## config.mk

```make
export PLATFORM = sky130hd
export DESIGN_NAME = fb_port_arbiter
export DESIGN_NICKNAME = d
export VERILOG_FILES = /design/src/rtl/fb_arb_pkg.sv /design/src/rtl/fb_clear_seq.sv /design/src/rtl/fb_port_arbiter.sv
export SDC_FILE = /design/constraint.sdc
export NUM_CORES = 1
export LEC_CHECK = 0
export BUFFER_PORTS_ARGS = -buffer_cell sky130_fd_sc_hd__buf_2
export CORE_MARGIN = 2
export CORE_UTILIZATION = 25
export DETAILED_ROUTE_END_ITERATION = 16
export HOLD_SLACK_MARGIN = 0.1
export PLACE_DENSITY = 0.54
export SYNTH_ARGS = -nofsm -noshare
export SYNTH_HDL_FRONTEND = slang
export SYNTH_SLANG_ARGS = --single-unit
```

## constraint.sdc

```tcl
create_clock -name clk_in -period 1.3 [get_ports clk_in]
set_input_delay 0.26 -clock clk_in [delete_from_list [all_inputs] [get_ports clk_in]]
set_output_delay 0.26 -clock clk_in [all_outputs]
set_load 0.01 [all_outputs]
```

## src/rtl/fb_arb_pkg.sv

```systemverilog
// Shared definitions for the framebuffer port arbiter: default sizes, grant and clear-state encodings.
package fb_arb_pkg;

  localparam int unsigned DEF_ADDR_W   = 15;
  localparam int unsigned DEF_DATA_W   = 12;
  localparam int unsigned DEF_FB_DEPTH = 19200;
  localparam logic [11:0] DEF_CLR_COLOR = 12'h000;
  localparam int unsigned STALL_W      = 16;

  typedef enum logic [1:0] {
    GNT_NONE,
    GNT_DISP,
    GNT_CLR,
    GNT_WR
  } gnt_e;

  typedef enum logic {
    CLR_IDLE,
    CLR_RUN
  } clr_state_e;

endpackage

```

## src/rtl/fb_clear_seq.sv

```systemverilog
// Clear sequencer: walks the framebuffer address range once per start pulse,
// stepping only on cycles where the arbiter lets the clear write through.
module fb_clear_seq
  import fb_arb_pkg::*;
#(
  parameter int unsigned ADDR_W   = DEF_ADDR_W,
  parameter int unsigned FB_DEPTH = DEF_FB_DEPTH
) (
  input  logic              clk_in,
  input  logic              reset,
  input  logic              start,
  input  logic              advance,
  output logic              busy,
  output logic [ADDR_W-1:0] addr,
  output logic              last
);

  localparam logic [ADDR_W-1:0] LAST_ADDR = ADDR_W'(FB_DEPTH - 1);

  clr_state_e state;

  // Final word of the sweep is being presented.
  assign last = (state == CLR_RUN) && (addr == LAST_ADDR);

  // Clear FSM with address counter; start while running is ignored.
  always_ff @(posedge clk_in) begin
    if (reset) begin
      state <= CLR_IDLE;
      busy  <= 1'b0;
      addr  <= '0;
    end else begin
      case (state)
        CLR_IDLE: begin
          if (start) begin
            state <= CLR_RUN;
            busy  <= 1'b1;
            addr  <= '0;
          end
        end
        CLR_RUN: begin
          if (advance) begin
            if (last) begin
              state <= CLR_IDLE;
              busy  <= 1'b0;
              addr  <= '0;
            end else begin
              addr <= addr + ADDR_W'(1);
            end
          end
        end
      endcase
    end
  end

endmodule

```

## src/rtl/fb_port_arbiter.sv

```systemverilog
// Single-port framebuffer BRAM arbiter: display reads > clear engine > drawing writer.
// Build option FB_ARB_CLEAR_EN adds the hardware clear engine; without it clr_busy is 0.
module fb_port_arbiter
  import fb_arb_pkg::*;
#(
  parameter int unsigned        ADDR_W    = DEF_ADDR_W,
  parameter int unsigned        DATA_W    = DEF_DATA_W,
  parameter int unsigned        FB_DEPTH  = DEF_FB_DEPTH,
  parameter logic [DATA_W-1:0]  CLR_COLOR = DATA_W'(DEF_CLR_COLOR)
) (
  input  logic               clk_in,
  input  logic               reset,
  input  logic               disp_req,
  input  logic [ADDR_W-1:0]  disp_addr,
  output logic [DATA_W-1:0]  disp_data,
  output logic               disp_data_valid,
  input  logic               wr_valid,
  input  logic [ADDR_W-1:0]  wr_addr,
  input  logic [DATA_W-1:0]  wr_data,
  output logic               wr_ready,
  input  logic               clr_start,
  output logic               clr_busy,
  output logic               mem_en,
  output logic               mem_we,
  output logic [ADDR_W-1:0]  mem_addr,
  output logic [DATA_W-1:0]  mem_wdata,
  input  logic [DATA_W-1:0]  mem_rdata,
  output logic [STALL_W-1:0] stall_cnt
);

  gnt_e              gnt;
  logic [ADDR_W-1:0] clr_addr;
  logic              rd_pend;

`ifdef FB_ARB_CLEAR_EN
  logic clr_last_unused;

  fb_clear_seq #(
    .ADDR_W   (ADDR_W),
    .FB_DEPTH (FB_DEPTH)
  ) u_clear_seq (
    .clk_in  (clk_in),
    .reset   (reset),
    .start   (clr_start),
    .advance (gnt == GNT_CLR),
    .busy    (clr_busy),
    .addr    (clr_addr),
    .last    (clr_last_unused)
  );
`else
  logic unused_clr_cfg;

  assign clr_busy       = 1'b0;
  assign clr_addr       = '0;
  assign unused_clr_cfg = ^{clr_start, 1'(FB_DEPTH)};
`endif

  assign wr_ready = !disp_req && !clr_busy;

  // Fixed-priority grant for the current cycle.
  always_comb begin
    gnt = GNT_NONE;
    if (disp_req) begin
      gnt = GNT_DISP;
    end else if (clr_busy) begin
      gnt = GNT_CLR;
    end else if (wr_valid) begin
      gnt = GNT_WR;
    end
  end

  // BRAM port mux driven straight from the grant; idle port drives zeros.
  always_comb begin
    mem_en    = 1'b0;
    mem_we    = 1'b0;
    mem_addr  = '0;
    mem_wdata = '0;
    case (gnt)
      GNT_DISP: begin
        mem_en   = 1'b1;
        mem_addr = disp_addr;
      end
      GNT_CLR: begin
        mem_en    = 1'b1;
        mem_we    = 1'b1;
        mem_addr  = clr_addr;
        mem_wdata = CLR_COLOR;
      end
      GNT_WR: begin
        mem_en    = 1'b1;
        mem_we    = 1'b1;
        mem_addr  = wr_addr;
        mem_wdata = wr_data;
      end
      default: ;
    endcase
  end

  // Read pipeline: BRAM data arrives one cycle after the read, registered one more.
  always_ff @(posedge clk_in) begin
    if (reset) begin
      rd_pend         <= 1'b0;
      disp_data_valid <= 1'b0;
      disp_data       <= '0;
    end else begin
      rd_pend         <= (gnt == GNT_DISP);
      disp_data_valid <= rd_pend;
      if (rd_pend) begin
        disp_data <= mem_rdata;
      end
    end
  end

  // Saturating count of cycles the writer waited.
  always_ff @(posedge clk_in) begin
    if (reset) begin
      stall_cnt <= '0;
    end else if (wr_valid && !wr_ready && (stall_cnt != {STALL_W{1'b1}})) begin
      stall_cnt <= stall_cnt + STALL_W'(1);
    end
  end

endmodule

```

* Word-level counts from Yosys, hierarchy flattened
Index checks and enable logic that the tools add are counted.
Storage, ports and cells: bits of input ports 59, word-level logic and storage cells 20, register bits 30, output and inout bits 60
Cells by class: reductions and logical operators 5, equality and inequality tests 4, mux-type cells 6, $add $sub $neg 1
Operators by type and width (count):
- one-hot mux 15 bit (2 select lines) | 1
- adder 16 x 1 -> 16 bit (second input constant) | 1
- inequality test 16 bit (second input constant) | 1
- two-way mux 12 bit | 1
- == test 2 bit (second input constant) | 2
- two-way mux 2 bit | 2
- OR reduction 3 bit | 1
- == test 2 x 1 -> 1 bit (second input constant) | 1
- logical AND 1 bit | 2
- two-way mux 1 bit | 2
- OR reduction 2 bit | 1
- logical NOT 1 bit | 1

* Logic depth before layout (Yosys ltp)
Gate-level depths: netlist (run 1).
depth after elaboration 5, gate-level depth with buffers 6

* Least setup slack after synthesis (run 1)
No wires, ideal clock.
path type reg2reg, from register stall_cnt[0], to register stall_cnt[13], data required time 1.179 ns, setup time 0.121 ns, cell stages (with the launch flop) 6, arrival time 1.379 ns, slack -0.200 ns, path buffers 0, path through dfxtp_1 -> ha_1 -> nand3_1 -> nor3_1 -> nor4_1 -> mux2_2
On the way: word-level cells in the longest chain between the ends 2, elaborated cells on any way between the ends 3, classes of those cells 1 x add/sub; 1 x eq/ne; 1 x reduce/logical
RTL lines:
- from (decl) | line fb_port_arbiter.sv:28 | output logic [STALL_W-1:0] stall_cnt
- from (signal assigned) | line fb_port_arbiter.sv:119 | stall_cnt <= stall_cnt + STALL_W'(1);
- parallel branches: the longest is 2 deep, another holds adder 16 x 1 -> 16 bit
Several ways; the timed one is not identified. A chain may end at the register's enable or synchronous reset.

* Worst setup path after layout (run 1)
from register stall_cnt[0], to register stall_cnt[4]
The elaborated chain is that of the path after synthesis.

==> flow_summary.yaml, run 1 <==
run_status:
  status: "finished, violations left"
  violations: "negative setup slack"
setup_path:
  worstSetupEndpointType: "register"
  startpoint_type: "register"
  cp.required_ns: 1.46
  path_class: "register to register"
  r2r_setup_slack_ns: -0.16
  critPathArrivalTime_ns: 1.63
  crit_fanout: 5
logic_synthesis:
  syn_inst: 180
  synth_area_leaders: "dfxtp_1 (38%), a22o_1 (8.2%), mux2i_1 (8.2%)"
  syn_area_mm2: 0.001597
  synth_compound_area_share_pct: 18.26
  synth_simple_gate_area_share_pct: 28.68
  synth_top_area_share_pct: 37.62
  synth.area.mux_share_pct: 8.856
  yosysSeqAreaShare_pct: 37.62
  ys_ff_latch: 30
  syn_avg_cell_area_um2: 8.870
  synth_nets: 240
  yosys_warnings: 0
  synthAdderAreaFrac_pct: 0.7837
  yosysTopAreaCell: "dfxtp_1"
  synth_top_family_by_area: "simple AND/OR/NAND/NOR gates"
  ys_types: 41
  synthXorXnorAreaFrac_pct: 0
placement:
  portBuffers: 116
  routabilityCongestion: 0.7165
  dp_hpwl_um: 3825
grt:
  grt_pass1_vias: 1767
  grt_start_max_net_pins: 20
  gr-usage-met2_pct: 23.13
  grtUsageMet3_pct: 3.660
  antenna_found_initial: 0
  grt_pass1_wl_um: 8431
  grt-busiest-layer: "met2"
  use_met1_pct: 19.52
  grt.overflow.total: 0
  grt_use_total_pct: 14.71
floorplanning:
  start_util_pct: 25.43
  dieArea_mm2: 0.007042
  die_h_um: 83.92
  die_x_um: 83.92
  rows: 29
  ioPinCount: 119
  coreArea_mm2: 0.006277
sta:
  hold_viol: 0
  clock_skew_ns: 0.004181
  max_freq_mhz: 682.8
  post-route-period-util_pct: 112.7
  fin_ws_ns: -0.1645
  whs_ns: 0.2052
  drv_slew: 0
  rsz0062_at_grt: "yes"
  period_minus_slack_ns: 1.464
  finalSetupViolations: 32
route:
  avgViaCountPerCell: 4.565
  drcViolationCount: 0
  wl_per_cell_um: 13.23
  firstDrtPassIters: 4
  drt-total-wl_um: 5569
  ant_nets: 0
  drtIter0Drc: 52
  vias: 1922
clock_network:
  cts_made_buffers: 5
  cts_tree: "yes"
  cts_buffer_depth: 2
  clkTransAtPathRegs_ns: 0.07
  clk_latency_ns: 0.29
  cts_root_buffer: "clkbuf_8"
  cts_sinks: 30
  htreeDepth: 2
layout:
  area_growth_pct: 98.51
  nNetsFinal: 403
  mostFrequentLayoutCells: "buf_2 (101), buf_4 (44), buf_6 (20)"
  regArea_um2: 638.1
  nFillCells: 631
  n_antenna_cell: 0
  final_common_cell: "buf_2"
  drive_above_1_share_pct: 69.48
  multiInputGateArea_mm2: 0.001122
power_and_ir_drop:
  ir_worst_vdd_mv: 0.4711
  power-per-cell-area_mw_per_mm2: 795.5
  p_leak_nw: 1.585
  power_mw: 2.521
hold_path:
  holdCritPathClass: "input port to register"
run:
  drv_cap: 0
==> worst max-delay path, stage by stage, from the launching register on <==
cell,delay (ns)
dfxtp_4,0.37
ha_4,0.15
nand3_4,0.09
nor4_4,0.38
buf_4,0.21
or3_1,0.10
a21oi_1,0.05
==> stage by stage <==
stage	cell area [µm²]	setup TNS [ns]	utilization, %	instances	worst slack (ns)
5_1_grt	3169	-4.589	50.49	421	-0.2319
3_5_place_dp	2624	-4.261	41.80	399	-0.1675
2_1_floorplan	1703	-0.5069	-	180	-0.08912
3_3_place_gp	2624	-4.114	41.80	399	-0.1512
4_1_cts	2985	-3.275	47.56	417	-0.1515
6_report	3169	-2.612	50.49	421	-0.1645
==> registers in the layout, indices dropped and copies added, names as in the netlist <==
signal and flops:
stall_cnt 16, disp_data 12, rd_pend 1, disp_data_valid 1
==> synthesized netlist by cell type, drive strengths merged <==
library cell  instances
dfxtp                30
nor2                 19
a22o                 15
and2                 14
mux2i                13
a21oi                10
nand2                 8
buf                   7
clkbuf                6
nand3                 6
or3                   6
inv                   5
o21ai                 5
nand4                 4
nor2b                 4
nor3                  4
and3                  3
o31ai                 3
and4                  2
nor4                  2
o41ai                 2
or4                   2
a311oi                1
and4bb                1
conb                  1
ha                    1
mux2                  1
o211a                 1
o21bai                1
o311a                 1
o311ai                1
or2                   1
==> timing repair <==
item                                    CTS  global route
gates cloned                              3             0
endpoints found under the setup margin   43            44
buffers inserted                          7             5
hold buffers                              0             0
pin swaps                                13            23
gates resized for setup                  23            38
==> power by group <==
part           internal, mW  switching, mW  leakage (nW)
clock                 0.740          0.385        0.0696
combinational         0.257          0.191          1.26
sequential            0.930         0.0164         0.254
total                  1.93          0.593          1.58
==> final timing paths <==
kind / start / end / depth (start not counted)
worst max-delay path: stall_cnt[0] / stall_cnt[4] / 6
worst max register to register: stall_cnt[0] / stall_cnt[4] / 6
worst min-delay path: mem_rdata[11] / disp_data[11] / 3
worst min register to register: disp_data[11] / disp_data[11] / 2
==> cells by family (layout without fill, tap and decap cells) <==
kind of cell	after synthesis	after routing
other	1	1
and+or+nand+nor	76	76
muxes	14	14
DFF	30	30
AOI/OAI and AO/OA	40	40
buffers and inverters	18	182
adders and majority gates	1	1
==> routing by layer <==
layer	part of all wire, %	vias to the layer above
met5	0	-
met4	1.6	0
li1	-	976
met2	50	45
met3	4.0	7
met1	45	894
==> final cells by class <==
cell class                 instances  area share, %
clock buffer                       7          3.395
clock inverter                     1         0.9475
inverter                           5         0.5922
multi-input combinational        132          35.41
sequential                        30          20.13
tap                               77          3.040
timing repair buffer             169          36.48
(Power assumes the default switching activity.)
==> inputs of run 2 (changes only) <==
--- a/config.mk
+++ b/config.mk
@@ -7,10 +7,11 @@
 export LEC_CHECK = 0
 export BUFFER_PORTS_ARGS = -buffer_cell sky130_fd_sc_hd__buf_2
 export CORE_MARGIN = 2
-export CORE_UTILIZATION = 25
+export CORE_UTILIZATION = 37
+export CTS_BUF_LIST = sky130_fd_sc_hd__clkbuf_2
 export DETAILED_ROUTE_END_ITERATION = 16
 export HOLD_SLACK_MARGIN = 0.1
-export PLACE_DENSITY = 0.54
+export PLACE_DENSITY = 0.76
 export SYNTH_ARGS = -nofsm -noshare
 export SYNTH_HDL_FRONTEND = slang
 export SYNTH_SLANG_ARGS = --single-unit
==> run 2 against run 1 <==
  * The flow still finishes with violations (negative setup slack)
  * Via count grew 6.3%
  * Largest cell class unchanged
  * Clock skew grew 0.014 ns
  * Count of clock-buffer cells in the layout shrank 2
  * Sequential cell count is the same
  * Total power shrank 9.0%
==> flow_summary.yaml, run 2 (synthesis results as in run 1) <==
sta:
  post-route-period-util_pct: 115.7
  fin_ws_ns: -0.2041
  drv_slew: 0
  hold_viol: 0
  clock_skew_ns: 0.01851
  finalSetupViolations: 43
  rsz0062_at_grt: "yes"
  max_freq_mhz: 664.8
  period_minus_slack_ns: 1.504
route:
  drt-total-wl_um: 6776
  vias: 2044
  drtIter0Drc: 109
  wl_per_cell_um: 17.33
  firstDrtPassIters: 4
  avgViaCountPerCell: 5.228
  ant_nets: 0
  drcViolationCount: 0
run:
  drv_cap: 0
placement:
  dp_hpwl_um: 3900
  routabilityCongestion: 0.7649
  portBuffers: 116
  dpl_cell_area_mm2: 0.002510
setup_path:
  r2r_cells: 6
  cp.buffers_inverters: 1
  cp_top_family: "flip-flops"
  critPathArrivalTime_ns: 1.79
  slowest_stage: "dfxtp_4"
  crit_cells: 6
  cp.required_ns: 1.59
  path_class: "register to register"
  crit_fanout: 3
  startpoint_type: "register"
  path_cells: "ha_4, nand3_4, buf_4, nor3_4, nor4_2, mux2_2"
  worstSetupEndpointType: "register"
  max_stage_delay_ns: 0.39
clock_network:
  cts_tree: "yes"
  cts_made_buffers: 5
  cts_buffer_depth: 2
  clkTransAtPathRegs_ns: 0.17
  clk_latency_ns: 0.39
  cts_root_buffer: "clkbuf_2"
  htreeDepth: 2
  cts_sinks: 30
layout:
  largest_register: "stall_cnt"
  regArea_um2: 648.1
  area_growth_pct: 103.9
  n_antenna_cell: 0
  final_common_cell: "buf_2"
  reg.largest.list: "stall_cnt (16), disp_data (12)"
  fin_util_pct: 79.67
  stdcell_area_mm2: 0.003256
  nNetsFinal: 400
  drive_above_1_share_pct: 69.79
  multiInputGateArea_mm2: 0.001161
  nFillCells: 250
  mostFrequentLayoutCells: "buf_2 (88), buf_6 (44), buf_4 (27)"
  largest_reg_flops: 16
grt:
  grt_pass1_vias: 2066
  grt_use_total_pct: 24.91
  grt.overflow.total: 0
  grt_start_max_net_pins: 21
  grt_pass1_wl_um: 9708
  antenna_found_initial: 0
floorplanning:
  rows: 23
  ioPinCount: 119
  coreArea_mm2: 0.004086
  start_util_pct: 39.07
  dieArea_mm2: 0.004857
  die_x_um: 69.69
  die_h_um: 69.69
power_and_ir_drop:
  power_mw: 2.294
  p_leak_nw: 1.595
  power-per-cell-area_mw_per_mm2: 704.6
  ir_worst_vdd_mv: 0.7310
hold_path:
  hold-path-cell-count: 3
  holdCritPathClass: "input port to register"
run_status:
  violations: "negative setup slack"
  status: "finished, violations left"
run 2: changes by cell type in the layout (fill, tap and decap cells not counted), moves of 4 or more:
cell	change
buf_6	+24
dfxtp_4	+4
clkbuf_8	-6
dfxtp_2	-4
buf_2	-13
clkbuf_2	+5
buf_4	-17
run 2: power breakdown:
group          internal [mW]  switching (mW)
Combinational          0.275           0.212
Sequential             0.923          0.0152
Clock                  0.512           0.357
Total                   1.71           0.584
run 2: layout make-up:
| type | instances | share of cell area (%) |
|---|---|---|
| flip-flops and latches | 30 | 19.91 |
| clock buffers | 5 | 0.7686 |
| repair buffers | 166 | 39.20 |
| inverters | 5 | 0.5765 |
| well taps | 50 | 1.922 |
| multi-input cells | 132 | 35.66 |
| clock inverters | 3 | 1.960 |
run 2: final timing paths:
check                                  start             to  slack [ns]
worst max-delay path            stall_cnt[0]  stall_cnt[13]       -0.20
worst min-delay path            mem_rdata[0]   disp_data[0]        0.10
worst max register to register  stall_cnt[0]  stall_cnt[13]       -0.20
worst min register to register  disp_data[2]   disp_data[2]        0.52
run 2: what timing repair did:
action                                 CTS  global route
endpoints found under the hold margin    0             2
pin swaps                               29            15
resized for setup                       51            49
hold buffers                             0             2
setup buffers                           10             4
setup endpoints to repair               43            57
cloned                                   4             0
run 2: worst reg2reg max path, stage by stage (launching register included):
cell,delay [ns]
dfxtp_4,0.39
ha_4,0.17
nand3_4,0.08
buf_4,0.13
nor3_4,0.04
nor4_2,0.24
mux2_2,0.36
run 2: routing by layer:
metal	share of wire, %	wire [µm]	global-route usage (%)	vias to the layer above
met5	0	0	0	-
met4	1.7	115	7.692	0
met3	4.0	270	5.523	15
met2	54	3667	46.47	63
met1	40	2723	27.95	988
li1	-	-	-	978
run 2: per-stage QoR:
step                      worst slack (ns)  hold slack, ns  TNS [ns]  cells
after floorplan                   -0.08912          0.4072   -0.5069    180
after global placement             -0.1846          0.4674    -3.790    363
after detailed placement           -0.1915          0.4802    -5.177    363
after CTS                          -0.1134          0.1153    -3.188    385
after global routing               -0.2167         0.09725    -5.899    391
final                              -0.2041          0.1021    -4.564    391
==> inputs of run 3 (changes only) <==
--- a/config.mk
+++ b/config.mk
@@ -8,10 +8,12 @@
 export BUFFER_PORTS_ARGS = -buffer_cell sky130_fd_sc_hd__buf_2
 export CORE_MARGIN = 2
 export CORE_UTILIZATION = 37
-export CTS_BUF_LIST = sky130_fd_sc_hd__clkbuf_2
+export CTS_BUF_LIST = sky130_fd_sc_hd__clkbuf_4 sky130_fd_sc_hd__clkbuf_8
+export CTS_CLUSTER_DIAMETER = 120
 export DETAILED_ROUTE_END_ITERATION = 16
 export HOLD_SLACK_MARGIN = 0.1
 export PLACE_DENSITY = 0.76
+export SETUP_SLACK_MARGIN = 0.15
 export SYNTH_ARGS = -nofsm -noshare
 export SYNTH_HDL_FRONTEND = slang
 export SYNTH_SLANG_ARGS = --single-unit
==> run 3 against run 2 <==
  * The run still ends with negative setup slack left
  * Non-clock buffer count fell by 3
  * Final area up 0.88%
  * Combinational power down 1%
  * Fmax rose by 5.8%
  * Die area stayed put
  * Total power is 12% higher
  * Clock skew down 0.013 ns
  * Register-to-register slack better by 0.08 ns
  * Global-route usage down 2.1 points
  * Critical endpoint is now stall_cnt[8]
  * Largest cell class unchanged
  * Highest routed layer unchanged
==> flow_summary.yaml, run 3 (synthesis results as in run 1) <==
run_status:
  status: "finished, violations left"
  violations: "negative setup slack"
layout:
  multiInputGateArea_mm2: 0.001125
  mostFrequentLayoutCells: "buf_2 (87), buf_6 (43), buf_4 (25)"
  fin_util_pct: 80.37
  nNetsFinal: 397
  nFillCells: 253
  stdcell_area_mm2: 0.003284
  largest_reg_flops: 16
  drive_above_1_share_pct: 69.53
  regArea_um2: 655.6
  area_growth_pct: 105.7
  reg.largest.list: "stall_cnt (16), disp_data (12)"
  largest_register: "stall_cnt"
  final_common_cell: "buf_2"
grt:
  antenna_found_initial: 1
  grt_pass1_vias: 1916
  grt_pass1_wl_um: 8990
  grt.overflow.total: 0
  grt_start_max_net_pins: 18
  grt_use_total_pct: 22.76
clock_network:
  clk_latency_ns: 0.27
  clkTransAtPathRegs_ns: 0.07
  htreeDepth: 2
  cts_sinks: 30
  cts_buffer_depth: 2
  cts_root_buffer: "clkbuf_8"
  cts_tree: "yes"
  cts_hold_buf: 0
  cts_made_buffers: 5
setup_path:
  crit_fanout: 4
  path_class: "register to register"
  path_cells: "ha_4, and3_4, nand3_2, or3_1, a21oi_1"
  cp_top_family: "simple AND/OR/NAND/NOR gates"
  cp.required_ns: 1.50
  r2r_setup_slack_ns: -0.12
  critPathArrivalTime_ns: 1.62
  slowest_stage: "dfxtp_4"
  max_stage_delay_ns: 0.37
  startpoint_type: "register"
  worstSetupEndpointType: "register"
  cp.buffers_inverters: 0
route:
  ant_nets: 0
  drcViolationCount: 0
  vias: 2052
  drtIter0Drc: 43
  drt-total-wl_um: 6309
  avgViaCountPerCell: 5.275
  firstDrtPassIters: 4
  wl_per_cell_um: 16.22
sta:
  fin_ws_ns: -0.1211
  whs_ns: 0.2212
  rsz0062_at_grt: "yes"
  hold_viol: 0
  clock_skew_ns: 0.005183
  finalSetupViolations: 27
  period_minus_slack_ns: 1.421
  max_freq_mhz: 703.7
  post-route-period-util_pct: 109.3
  drv_slew: 0
floorplanning:
  coreArea_mm2: 0.004086
  rows: 23
  die_x_um: 69.69
  ioPinCount: 119
  start_util_pct: 39.07
  dieArea_mm2: 0.004857
  die_h_um: 69.69
placement:
  portBuffers: 116
  dpl_cell_area_mm2: 0.002551
  dpl_worst_slack_ns: -0.1789
  dp_hpwl_um: 4020
  routabilityCongestion: 0.7996
power_and_ir_drop:
  power-per-cell-area_mw_per_mm2: 784.9
  ir_worst_vdd_mv: 0.9214
  p_leak_nw: 1.570
hold_path:
  holdCritPathClass: "input port to register"
run:
  drv_cap: 0
[run 3: cell types whose count changed in the layout (fill, tap and decap cells not counted), sizes merged]
cell / change
buf: -2
clkbuf: +2
diode: +1
clkinv: -1
dlygate4sd3: -2
[run 3: timing repair]
item                       CTS  global route
setup endpoints to repair   54            56
resized for setup           41            53
cloned                       2             1
pin swaps                   15            13
buffers inserted             8             5
[run 3: report_power, final]
part	switching, mW	internal (mW)	total [mW]
clock network	0.351	0.817	1.17
registers	0.0130	0.916	0.929
logic	0.204	0.276	0.480
total	0.569	2.01	2.58
[run 3: final timing paths]
path                  endpoint         start  cells past startpoint
setup / recovery  stall_cnt[8]  stall_cnt[0]                      5
setup reg to reg  stall_cnt[8]  stall_cnt[0]                      5
hold / removal    disp_data[2]  mem_rdata[2]                      3
hold reg to reg   disp_data[3]  disp_data[3]                      2
[run 3: per-layer routing]
| layer | up-vias | share of wire [%] | global-route usage [%] |
|---|---|---|---|
| li1 | 974 | - | - |
| met1 | 970 | 36 | 24.78 |
| met2 | 94 | 55 | 43.91 |
| met3 | 14 | 6.5 | 4.215 |
| met4 | 0 | 2.8 | 7.265 |
| met5 | - | 0 | 0 |
[run 3: through the flow]
step / power (mW) / setup TNS, ns / std cells
final: 2.578 / -1.328 / 389
after global routing: 2.663 / -2.874 / 389
after CTS: 2.526 / -0.8116 / 382
after detailed placement: 1.312 / -1.735 / 364
after global placement: 1.305 / -1.382 / 364
after floorplan: 1.133 / -0.3888 / 180
[run 3: worst min-delay path: stages]
cell	delay, ns
buf_2	0.07
mux2i_1	0.05
nor2_1	0.07
[run 3: layout make-up]
class	instances	share of cell area (%)
timing repair buffer	163	38.90
antenna	1	0.07619
clock buffer	6	2.514
sequential	30	19.96
inverter	5	0.5714
tap	50	1.905
clock inverter	2	1.829
multi-input combinational	132	34.25
